==> config.mk <==
export PLATFORM = sky130hd
export DESIGN_NAME = gshare_counter_table
export DESIGN_NICKNAME = d
export VERILOG_FILES = /design/src/rtl/bpred_pkg.sv /design/src/rtl/bpred_sat_counter.sv /design/src/rtl/gshare_counter_table.sv
export SDC_FILE = /design/constraint.sdc
export NUM_CORES = 1
export LEC_CHECK = 0
export CORE_MARGIN = 2
export CORE_UTILIZATION = 40
export DETAILED_ROUTE_END_ITERATION = 10
export PLACE_DENSITY_LB_ADDON = 0.12
export SYNTH_ARGS = -nofsm -noshare
export SYNTH_HDL_FRONTEND = slang
export SYNTH_HIERARCHICAL = 1
export SYNTH_SLANG_ARGS = --single-unit
export TNS_END_PERCENT = 50
==> constraint.sdc <==
create_clock -name i_Clk -period 9.71 [get_ports i_Clk]
set_clock_uncertainty 0.15 [all_clocks]
set_input_delay 1.4565 -clock i_Clk [delete_from_list [all_inputs] [get_ports i_Clk]]
set_output_delay 1.4565 -clock i_Clk [all_outputs]
set_load 0.005 [all_outputs]
==> src/rtl/bpred_pkg.sv <==
// Shared types for the gshare predictor: 2-bit counter encoding and the
// table-initialisation state machine states.
package bpred_pkg;

    typedef logic [1:0] bpred_ctr_t;

    localparam bpred_ctr_t CTR_SNT = 2'b00;
    localparam bpred_ctr_t CTR_WNT = 2'b01;
    localparam bpred_ctr_t CTR_WT  = 2'b10;
    localparam bpred_ctr_t CTR_ST  = 2'b11;

    typedef enum logic {
        INIT,
        RUN
    } bpred_init_state_t;

endpackage

==> src/rtl/bpred_sat_counter.sv <==
// Next-value function of a 2-bit saturating branch counter.
module bpred_sat_counter
    import bpred_pkg::*;
(
    input  bpred_ctr_t ctr_i,
    input  logic       taken_i,
    output bpred_ctr_t ctr_o
);

    always_comb begin
        ctr_o = ctr_i;
        if (taken_i) begin
            if (ctr_i != CTR_ST)
                ctr_o = ctr_i + 2'd1;
        end else begin
            if (ctr_i != CTR_SNT)
                ctr_o = ctr_i - 2'd1;
        end
    end

endmodule

==> src/rtl/gshare_counter_table.sv <==
// gshare pattern history table with EX-stage training and reset-time sweep.
// Define BPRED_BYPASS_EN to forward a same-index training write to the lookup.
module gshare_counter_table
    import bpred_pkg::*;
#(
    parameter int BPRED_WIDTH = 8,
    parameter int PC_LSB      = 2
) (
    input  logic                   i_Clk,
    input  logic                   i_Reset,
    input  logic                   i_DEC_Is_Branch,
    input  logic [31:0]            i_DEC_PC,
    input  logic [BPRED_WIDTH-1:0] i_Global_History,
    input  logic                   i_Stall,
    input  logic                   i_Flush,
    input  logic                   i_ALU_Branch_Valid,
    input  logic                   i_ALU_Branch_Outcome,
    output logic                   o_Prediction,
    output logic                   o_Mispredict,
    output logic                   o_Ready
);

    localparam int DEPTH = 1 << BPRED_WIDTH;

    bpred_ctr_t table_q [DEPTH];

    bpred_init_state_t state_q, state_d;
    logic [BPRED_WIDTH-1:0] init_idx_q, init_idx_d;

    logic                   ex_valid_q, ex_valid_d;
    logic [BPRED_WIDTH-1:0] ex_idx_q, ex_idx_d;
    logic                   ex_pred_q, ex_pred_d;

    logic [BPRED_WIDTH-1:0] idx;
    logic                   run;
    logic                   upd_en;
    bpred_ctr_t             upd_ctr;
    bpred_ctr_t             rd_ctr;
    logic                   wr_en;
    logic [BPRED_WIDTH-1:0] wr_idx;
    bpred_ctr_t             wr_ctr;
    logic                   unused_pc;

    assign unused_pc = ^i_DEC_PC;

    assign idx = i_DEC_PC[PC_LSB+BPRED_WIDTH-1:PC_LSB] ^ i_Global_History;
    assign run = (state_q == RUN);
    assign upd_en = run & i_ALU_Branch_Valid & ex_valid_q;

    bpred_sat_counter u_sat (
        .ctr_i   (table_q[ex_idx_q]),
        .taken_i (i_ALU_Branch_Outcome),
        .ctr_o   (upd_ctr)
    );

    always_comb begin
        rd_ctr = table_q[idx];
`ifdef BPRED_BYPASS_EN
        if (upd_en && (ex_idx_q == idx))
            rd_ctr = upd_ctr;
`endif
    end

    assign o_Prediction = run ? rd_ctr[1] : 1'b1;
    assign o_Mispredict = upd_en & (ex_pred_q != i_ALU_Branch_Outcome);
    assign o_Ready      = run;

    always_comb begin
        state_d    = state_q;
        init_idx_d = init_idx_q;
        wr_en      = upd_en;
        wr_idx     = ex_idx_q;
        wr_ctr     = upd_ctr;
        if (!run) begin
            wr_en      = 1'b1;
            wr_idx     = init_idx_q;
            wr_ctr     = CTR_WT;
            init_idx_d = init_idx_q + BPRED_WIDTH'(1);
            if (init_idx_q == '1)
                state_d = RUN;
        end
    end

    // Flush beats stall; nothing enters EX while the table is sweeping.
    always_comb begin
        ex_valid_d = ex_valid_q;
        ex_idx_d   = ex_idx_q;
        ex_pred_d  = ex_pred_q;
        if (!i_Stall) begin
            ex_valid_d = i_DEC_Is_Branch;
            ex_idx_d   = idx;
            ex_pred_d  = o_Prediction;
        end
        if (i_Flush || !run)
            ex_valid_d = 1'b0;
    end

    always_ff @(posedge i_Clk) begin
        if (i_Reset) begin
            state_q    <= INIT;
            init_idx_q <= '0;
            ex_valid_q <= 1'b0;
            ex_idx_q   <= '0;
            ex_pred_q  <= 1'b0;
        end else begin
            state_q    <= state_d;
            init_idx_q <= init_idx_d;
            ex_valid_q <= ex_valid_d;
            ex_idx_q   <= ex_idx_d;
            ex_pred_q  <= ex_pred_d;
        end
    end

    always_ff @(posedge i_Clk) begin
        if (wr_en && !i_Reset)
            table_q[wr_idx] <= wr_ctr;
    end

endmodule

# --- Word level (Yosys, flattened, before mapping) ---
# Memories as Yosys holds them, arrays and structs flattened. A register that Yosys moved wholly into a read port is not among the register bits.
# Index checks and enable logic that the tools add are counted.
# W data, S select, Z words.
totals:
  ff_bits: 19
  latchBits: 0
  ram_bits: 512
  rom_bits: 0
  input_bits: 47
  out_inout_bits: 3
  word_cells: 35
  mem_count: 1
memory_table:
  columns: ["memory", "depth", "width", "rd", "rd_clocked_by_memory_dff", "write_ports", "line", "source"]
  rows:
  - ["table_q", 256, 2, 2, 1, 1, "gshare_counter_table.sv:25", "bpred_ctr_t table_q [DEPTH];"]
op_classes:
  addsub: 3
  multipliers: 0
  n_div: 0
  order_cmp: 0
  n_eq_ne: 3
  n_shift: 0
  n_mux: 13
  bitwise_logic: 4
  reduce_logical: 6
op_table:
  columns: ["operator", "n"]
  rows:
  - ["$mux W8", 3]
  - ["$add A8 B1 Y8 const B", 1]
  - ["$eq A8 B8 Y1 const B", 1]
  - ["$mux W2", 4]
  - ["$xor A8 B8 Y8", 1]
  - ["$mux W1", 6]
  - ["$and A1 B1 Y1", 3]
  - ["$add A2 B1 Y2 const B", 1]
  - ["$logic_not A1 Y1", 2]
  - ["$ne A2 B2 Y1 const B", 1]
  - ["$reduce_bool A2 Y1", 1]
  - ["$reduce_or A2 Y1", 1]
  - ["$sub A2 B1 Y2 const B", 1]
  - ["$logic_and A1 B1 Y1", 1]
  - ["$logic_or A1 B1 Y1", 1]
  - ["$ne A1 B1 Y1", 1]

# --- Depth between registers and ports, before layout ---
logic_depth:
  ltp_word: 6
  depth_mapped: 11

# --- Modules after synthesis ---
# The synthesis kept the hierarchy.
modules_own_cells:
  columns: ["mod", "n_inst", "cells_per_inst", "area_per_inst_um2", "seq_area_each_um2"]
  rows:
  - ["gshare_counter_table", 1, 1376, 23966.7, 15915.3]
  - ["bpred_sat_counter", 1, 3, 26.3, 0.0]

# --- Worst setup path before layout ---
# No wires, ideal clock.
synth_timing:
  path_kind: "register to register"
  from: "register with a tool-made name"
  to: "memory table_q[0][0] (netlist bit), data pin"
  setup_ns: 0.868
  arrival_ns: 6.234
  required_time_ns: 8.692
  setup_slack_ns: 2.458
  path_stages_with_launch: 10
  path_buffers: 2
  synth_period_minus_slack_ns: 7.252
  path_cell_list: "dfxtp_1 clkbuf_1 buf_2 mux4_2 mux4_2 mux4_2 mux4_2 inv_1 maj3_2 and2_1"
synth_lines:
  columns: ["element", "line"]
  rows:
  - ["to (decl)", "gshare_counter_table.sv:25"]

# --- Worst setup path after layout ---
layout_timing:
  from: "input i_Global_History[0]"
  to: "output o_Prediction"
layout_via:
  elab_chain_cells: 3
layout_lines:
  columns: ["element", "line", "source"]
  rows:
  - ["from (decl)", "gshare_counter_table.sv:13", "input logic [BPRED_WIDTH-1:0] i_Global_History,"]
  - ["$xor A8 B8 Y8", "gshare_counter_table.sv:46", "assign idx = i_DEC_PC[PC_LSB+BPRED_WIDTH-1:PC_LSB] ^ i_Global_History;"]
  - ["$mem_v2 Z256 W2", null, null]
  - ["$mux W1", "gshare_counter_table.sv:64", "assign o_Prediction = run ? rd_ctr[1] : 1'b1;"]
  - ["to (decl)", "gshare_counter_table.sv:18", "output logic o_Prediction,"]
# Every way passes these cells.

==> results.sh <==
export IMPL_initial_utilization=0.4058
export IMPL_grt_max_degree=153
export IMPL_cts_root_buf="clkbuf_16"
export IMPL_cts_resized_gates=0
export IMPL_postRouteWirelength_um=63100
export IMPL_ir_worst_vdd_v=0.0001216
export IMPL_vias_per_cell=5.934
export IMPL_synth_area_um2=23990
export IMPL_clk_latency_ps=620
export IMPL_power_mw=5.099
export IMPL_yosysMostFrequentCell="edfxtp_1"
export IMPL_setup_viol=0
export IMPL_die_height_um=248.9
export IMPL_cap_violations=0
export IMPL_place_congestion=0.7958
export IMPL_dp_cells=2125
export IMPL_ys_async_sr_fraction=0
export IMPL_finalHoldViolCount=0
export IMPL_cp_data_arrival_time_ps=5620
export IMPL_worst_pin_slew_ps=1134
export IMPL_die_w_um=248.9
export IMPL_hpwl_um=39700
export IMPL_clock_sinks=539
export IMPL_drc=0
export IMPL_antenna_found_initial=0
export IMPL_io_buffers=25
export IMPL_n_antenna_cell=0
export IMPL_synthCells=1379
export IMPL_post_drt_wl_per_cell_um=28.35
export IMPL_synth_flop_cell="edfxtp_1"
export IMPL_synth_area_per_cell_um2=17.40
export IMPL_met1_usage=0.2955
export IMPL_nNetsFinal=1458
export IMPL_slew_headroom=0.2440
export IMPL_rsz0062_at_grt="no"
export IMPL_critPathMaxFanout=21
export IMPL_critPathKind="input port to output port"
export IMPL_ys_warn_count=6
export IMPL_num_vias=13210
export IMPL_ys_seq_elements=539
export IMPL_synth_edf_count=512
export IMPL_die_area_um2=61960
export IMPL_drt_iter0_markers=1498
export IMPL_synth_area_top_cells="edfxtp_1, mux4_2, nor2_1"
export IMPL_period_share=0.7443
export IMPL_core_rowCount=89
export IMPL_p_leak_nw=8.490
export IMPL_firstDrtPassIters=5
export IMPL_grtUsageMet2=0.3224
export IMPL_grt_pass1_vias=13500
export IMPL_io_pins=50
export IMPL_finalSetupTns_ps=0
export IMPL_grt_pass1_wl_um=92540
export IMPL_clockBufferDepth=3
export IMPL_final_cells=2226
export IMPL_synth_top_area_share=0.6408
export IMPL_cts_tree="done"
export IMPL_synth_top_cell_by_area="edfxtp_1"
export IMPL_areaGrowthSynthToFinish_pct=13.00
export IMPL_period_needed_ps=7227
export IMPL_max_freq_mhz=138.4
export IMPL_synth_cell_types=42
export IMPL_post_cts_buffers=0
export IMPL_critical_path_endpoint_type="output port"
export IMPL_grt_usage=0.2070
export IMPL_syn_nets=1427
export IMPL_clk_pin_slew_ps=60
export IMPL_ant_nets=0
export IMPL_cts_hold_buf=0
export IMPL_ys_seq_area_frac=0.6633
export IMPL_use_met3=0.03542
export IMPL_holdWs_ps=380.9
export IMPL_hold_class="flop to flop"
export IMPL_grt_overflow_total=0
export IMPL_drv_slew=0
export IMPL_power_density_nw_per_um2=188.1
export IMPL_busiest_layer="met2"
export IMPL_status="finished, final reports clean"
export IMPL_cts_buffers=56
export IMPL_drive_gt1_frac=0.2533
export IMPL_cp_start_kind="input port"
export IMPL_htreeDepth=2
export IMPL_yosys_top_cells_count="edfxtp_1, nor2_1, mux4_2"
export IMPL_critPathRequiredTime_ps=8100
export IMPL_coreArea_um2=59130
==> sequential cells by signal, indices dropped and copies added (netlist names), named ones only <==
name and flops:
o_Ready 1, ex_valid_q 1, ex_pred_q 1, table_q 512
ex_idx_q 8, init_idx_q 8
==> per-stage QoR <==
step	setup WS (ps)	area [um2]	util
after CTS	2459	27110	0.4585
after floorplan	2458	23990	-
after detailed placement	2463	25280	0.4276
final	2483	27110	0.4585
after global placement	2462	25280	0.4276
after global routing	2336	27110	0.4585
==> cell families after synthesis <==
logic type / synth area share
muxes: 0.2230
adders and majority gates: 0.001460
xor gates and xnor gates: 0.008031
buffers and inverters: 0.01784
DFF: 0.6633
and+or+nand+nor: 0.06920
AOI/OAI and AO/OA: 0.01716
==> layout make-up <==
type	count	area [um2]
Fill cell	5058	32020
Sequential cell	539	15930
Multi-Input combinational cell	738	7742
Clock buffer	78	1535
Tap cell	773	967.2
Timing Repair Buffer	68	623.1
Clock inverter	23	291.5
Inverter	7	26.28
==> metal layers <==
metal	vias up	wire, um
li1	5609	-
met1	6979	27130
met2	509	29450
met3	112	4465
met4	0	2049
met5	-	0
==> worst max-delay path, cell delays in order <==
cell and delay [ps]:
clkdlybuf4s50_1 590, xor2_4 590, buf_4 560, mux4_2 560, mux2i_1 390, a211oi_1 210, nand3_1 160, nand4_1 120
o32a_1 470, clkdlybuf4s50_1 480
==> path summary, 6_finish.rpt <==
| kind | slack, ps | to | start | depth (start not counted) |
|---|---|---|---|---|
| worst min register to register | 380 | init_idx_q[0] | init_idx_q[0] | 2 |
| worst max-delay path | 2480 | o_Prediction | i_Global_History[0] | 10 |
| worst min-delay path | 380 | init_idx_q[0] | init_idx_q[0] | 2 |
| worst max register to register | 3810 | table_q[83][0] | flop | 9 |
==> report_power, final <==
group	leakage (nW)	internal [mW]	switching (mW)
logic	2.29	0.184	0.213
clock network	0.884	1.28	0.885
registers	5.31	2.51	0.0225
==> placed cells by master, fill, tap and decap left out, types with 5 or more instances in the layout <==
| cell type | instances |
|---|---|
| dfxtp_1 | 23 |
| clkbuf_16 | 57 |
| clkbuf_1 | 18 |
| a21oi_1 | 11 |
| nand2_1 | 58 |
| xnor2_1 | 11 |
| xor2_1 | 6 |
| mux2i_1 | 8 |
| a211oi_1 | 9 |
| mux4_2 | 234 |
| clkdlybuf4s50_1 | 25 |
| a22oi_1 | 5 |
| clkinv_1 | 5 |
| nor2_1 | 295 |
| o21ai_0 | 11 |
| clkinv_2 | 8 |
| nand4_1 | 5 |
| nand3_1 | 25 |
| buf_4 | 39 |
| inv_1 | 7 |
| nor3_1 | 8 |
| edfxtp_1 | 512 |
| bufinv_16 | 7 |
Power figures use the tool's default switching activity.
==> edit, RTL diff (same settings) <==
Change the parameter `BPRED_WIDTH` from 8 to 7.
--- a/src/rtl/gshare_counter_table.sv
+++ b/src/rtl/gshare_counter_table.sv
@@ -3,7 +3,7 @@
 module gshare_counter_table
     import bpred_pkg::*;
 #(
-    parameter int BPRED_WIDTH = 8,
+    parameter int BPRED_WIDTH = 7,
     parameter int PC_LSB      = 2
 ) (
     input  logic                   i_Clk,
Ports: changed (resized i_Global_History); port bits go from 50 to 49. The function was not compared with the original's and may differ.
==> edit against the original RTL <==
Setup slack improved by 0.18 ns; sequential cell count fell by 259; critical path depth did not move; routed wire length fell by 46%; area after synthesis fell by 48%; hold slack got worse by 0.022 ns; global-route usage barely moved; design area fell by 47%; total power fell by 47%; sequential power fell by 48%; critical path type unchanged; largest power group unchanged.
==> edit: results (changes against the original RTL) <==
- GPL Wtd Cong: 0.812 (+2.0%)
- Num CTS Buffers: 30 (-46%)
- Crit-path slowest cell: xor2_4
- Met2 Track Usage GR: 34.3% (+2.1 points)
- Largest net degree at the start of global routing: 129 (-16%)
- Flop2flop setup slack: 4.42 ns (+0.61 ns)
- GR Util met3: 2.40% (-1.1 points)
- Tightest Pin Transition: 1.30 ns (+0.168 ns)
- Synth Area in XOR/XNOR: 1.32% (+0.52 points)
- Detailed placer's ending HPWL: 21000 um (-47%)
- Routed met1 length: 14600 um (-46%)
- # fillers: 2706 (-47%)
- Longest Clk Path Bufs: 3 (unchanged)
- Top post-synthesis cells by area: edfxtp_1 (61%), mux4_2 (15%), nor2_1 (4.4%)
- Vias/cell: 5.87 (-1.1%)
- Final hold slack: 0.359 ns (-0.0220 ns)
- Adder-Cell Fraction of Synth Area: 0.279% (+0.13 points)
- Area occupied by multi-input gates: 0.00422 mm^2 (-46%)
- EDFF count, synth: 256 (-50%)
- Share of cells above drive strength 1: 17.9% (-7.4 points)
- Reg2Reg Capture Point: table_q[111][0]
- Hold path startpoint: ex_idx_q[0]
- Vias in the first global route: 7769 (-42%)
- Reg2reg path depth: 8 (-1)
- Port Buf Inserts: 23 (-8.0%)
- Final Worst Setup Slack: 2.66 ns (+0.181 ns)
- Crit path max fanout: 35 (+67%)
- Metal2 WL: 16400 um (-44%)
- Nets: 937 (-36%)
- Status: finished clean
- Synth cell types: 44 (+4.8%)
- Post-synthesis mux area share: 17.4% (-4.9 points)
- Later-pin clock latency in the skew report: 0.55 ns (-0.07 ns)
- Antenna Cells: 0 (unchanged)
- Seq/Total Area, Yosys: 65.0% (-1.4 points)
- Placed insts: 1254 (-41%)
- Met3 routed WL: 1850 um (-59%)
- Lkg Pwr: 4.62 nW (-46%)
- GRT met1 Usage: 29.1% (-0.49 points)
- Crit-path max cell delay: 0.91 ns (+0.32 ns)
- Synth Area in Compound Gates: 3.41% (+1.7 points)
- DP Worst Slack: 2.67 ns (+0.205 ns)
- Post-Syn Nets: 908 (-36%)
- Placed Area: 0.0133 mm^2 (-47%)
- Initial drt markers: 864 (-42%)
- First-pass GRT wire length: 50300 um (-46%)
- GRT Util Overall: 20.7% (+0.025 points)
- H-tree Lvls: 1 (-1)
edit: changes by cell type after synthesis, sizes merged, moves of 18 or more:
| cell | unedited run | this run |
|---|---|---|
| mux4 | 234 | 84 |
| edfxtp | 512 | 256 |
| clkbuf | 66 | 29 |
| nand2 | 58 | 129 |
| a32oi | 0 | 18 |
| nor2 | 295 | 149 |
edit: power breakdown:
group,internal [mW],total [mW],switching (mW)
clock network,0.704,1.16,0.456
registers,1.30,1.32,0.0137
logic,0.0920,0.224,0.132
edit: worst reg2reg max path, cell delays in order (launching register included):
cell     delay, ns
dfxtp_4       0.80
buf_4         0.68
mux4_2        0.64
mux4_2        0.53
mux4_2        0.50
mux2_2        0.31
inv_1         0.07
maj3_2        0.16
and2_4        0.99
edit: cell type report:
cell class / instances / area share (%)
inverter: 5 / 0.131
sequential: 280 / 57.1
tap: 396 / 3.46
multi-input combinational: 528 / 29.5
clock inverter: 6 / 0.551
timing repair buffer: 45 / 2.76
clock buffer: 50 / 6.55
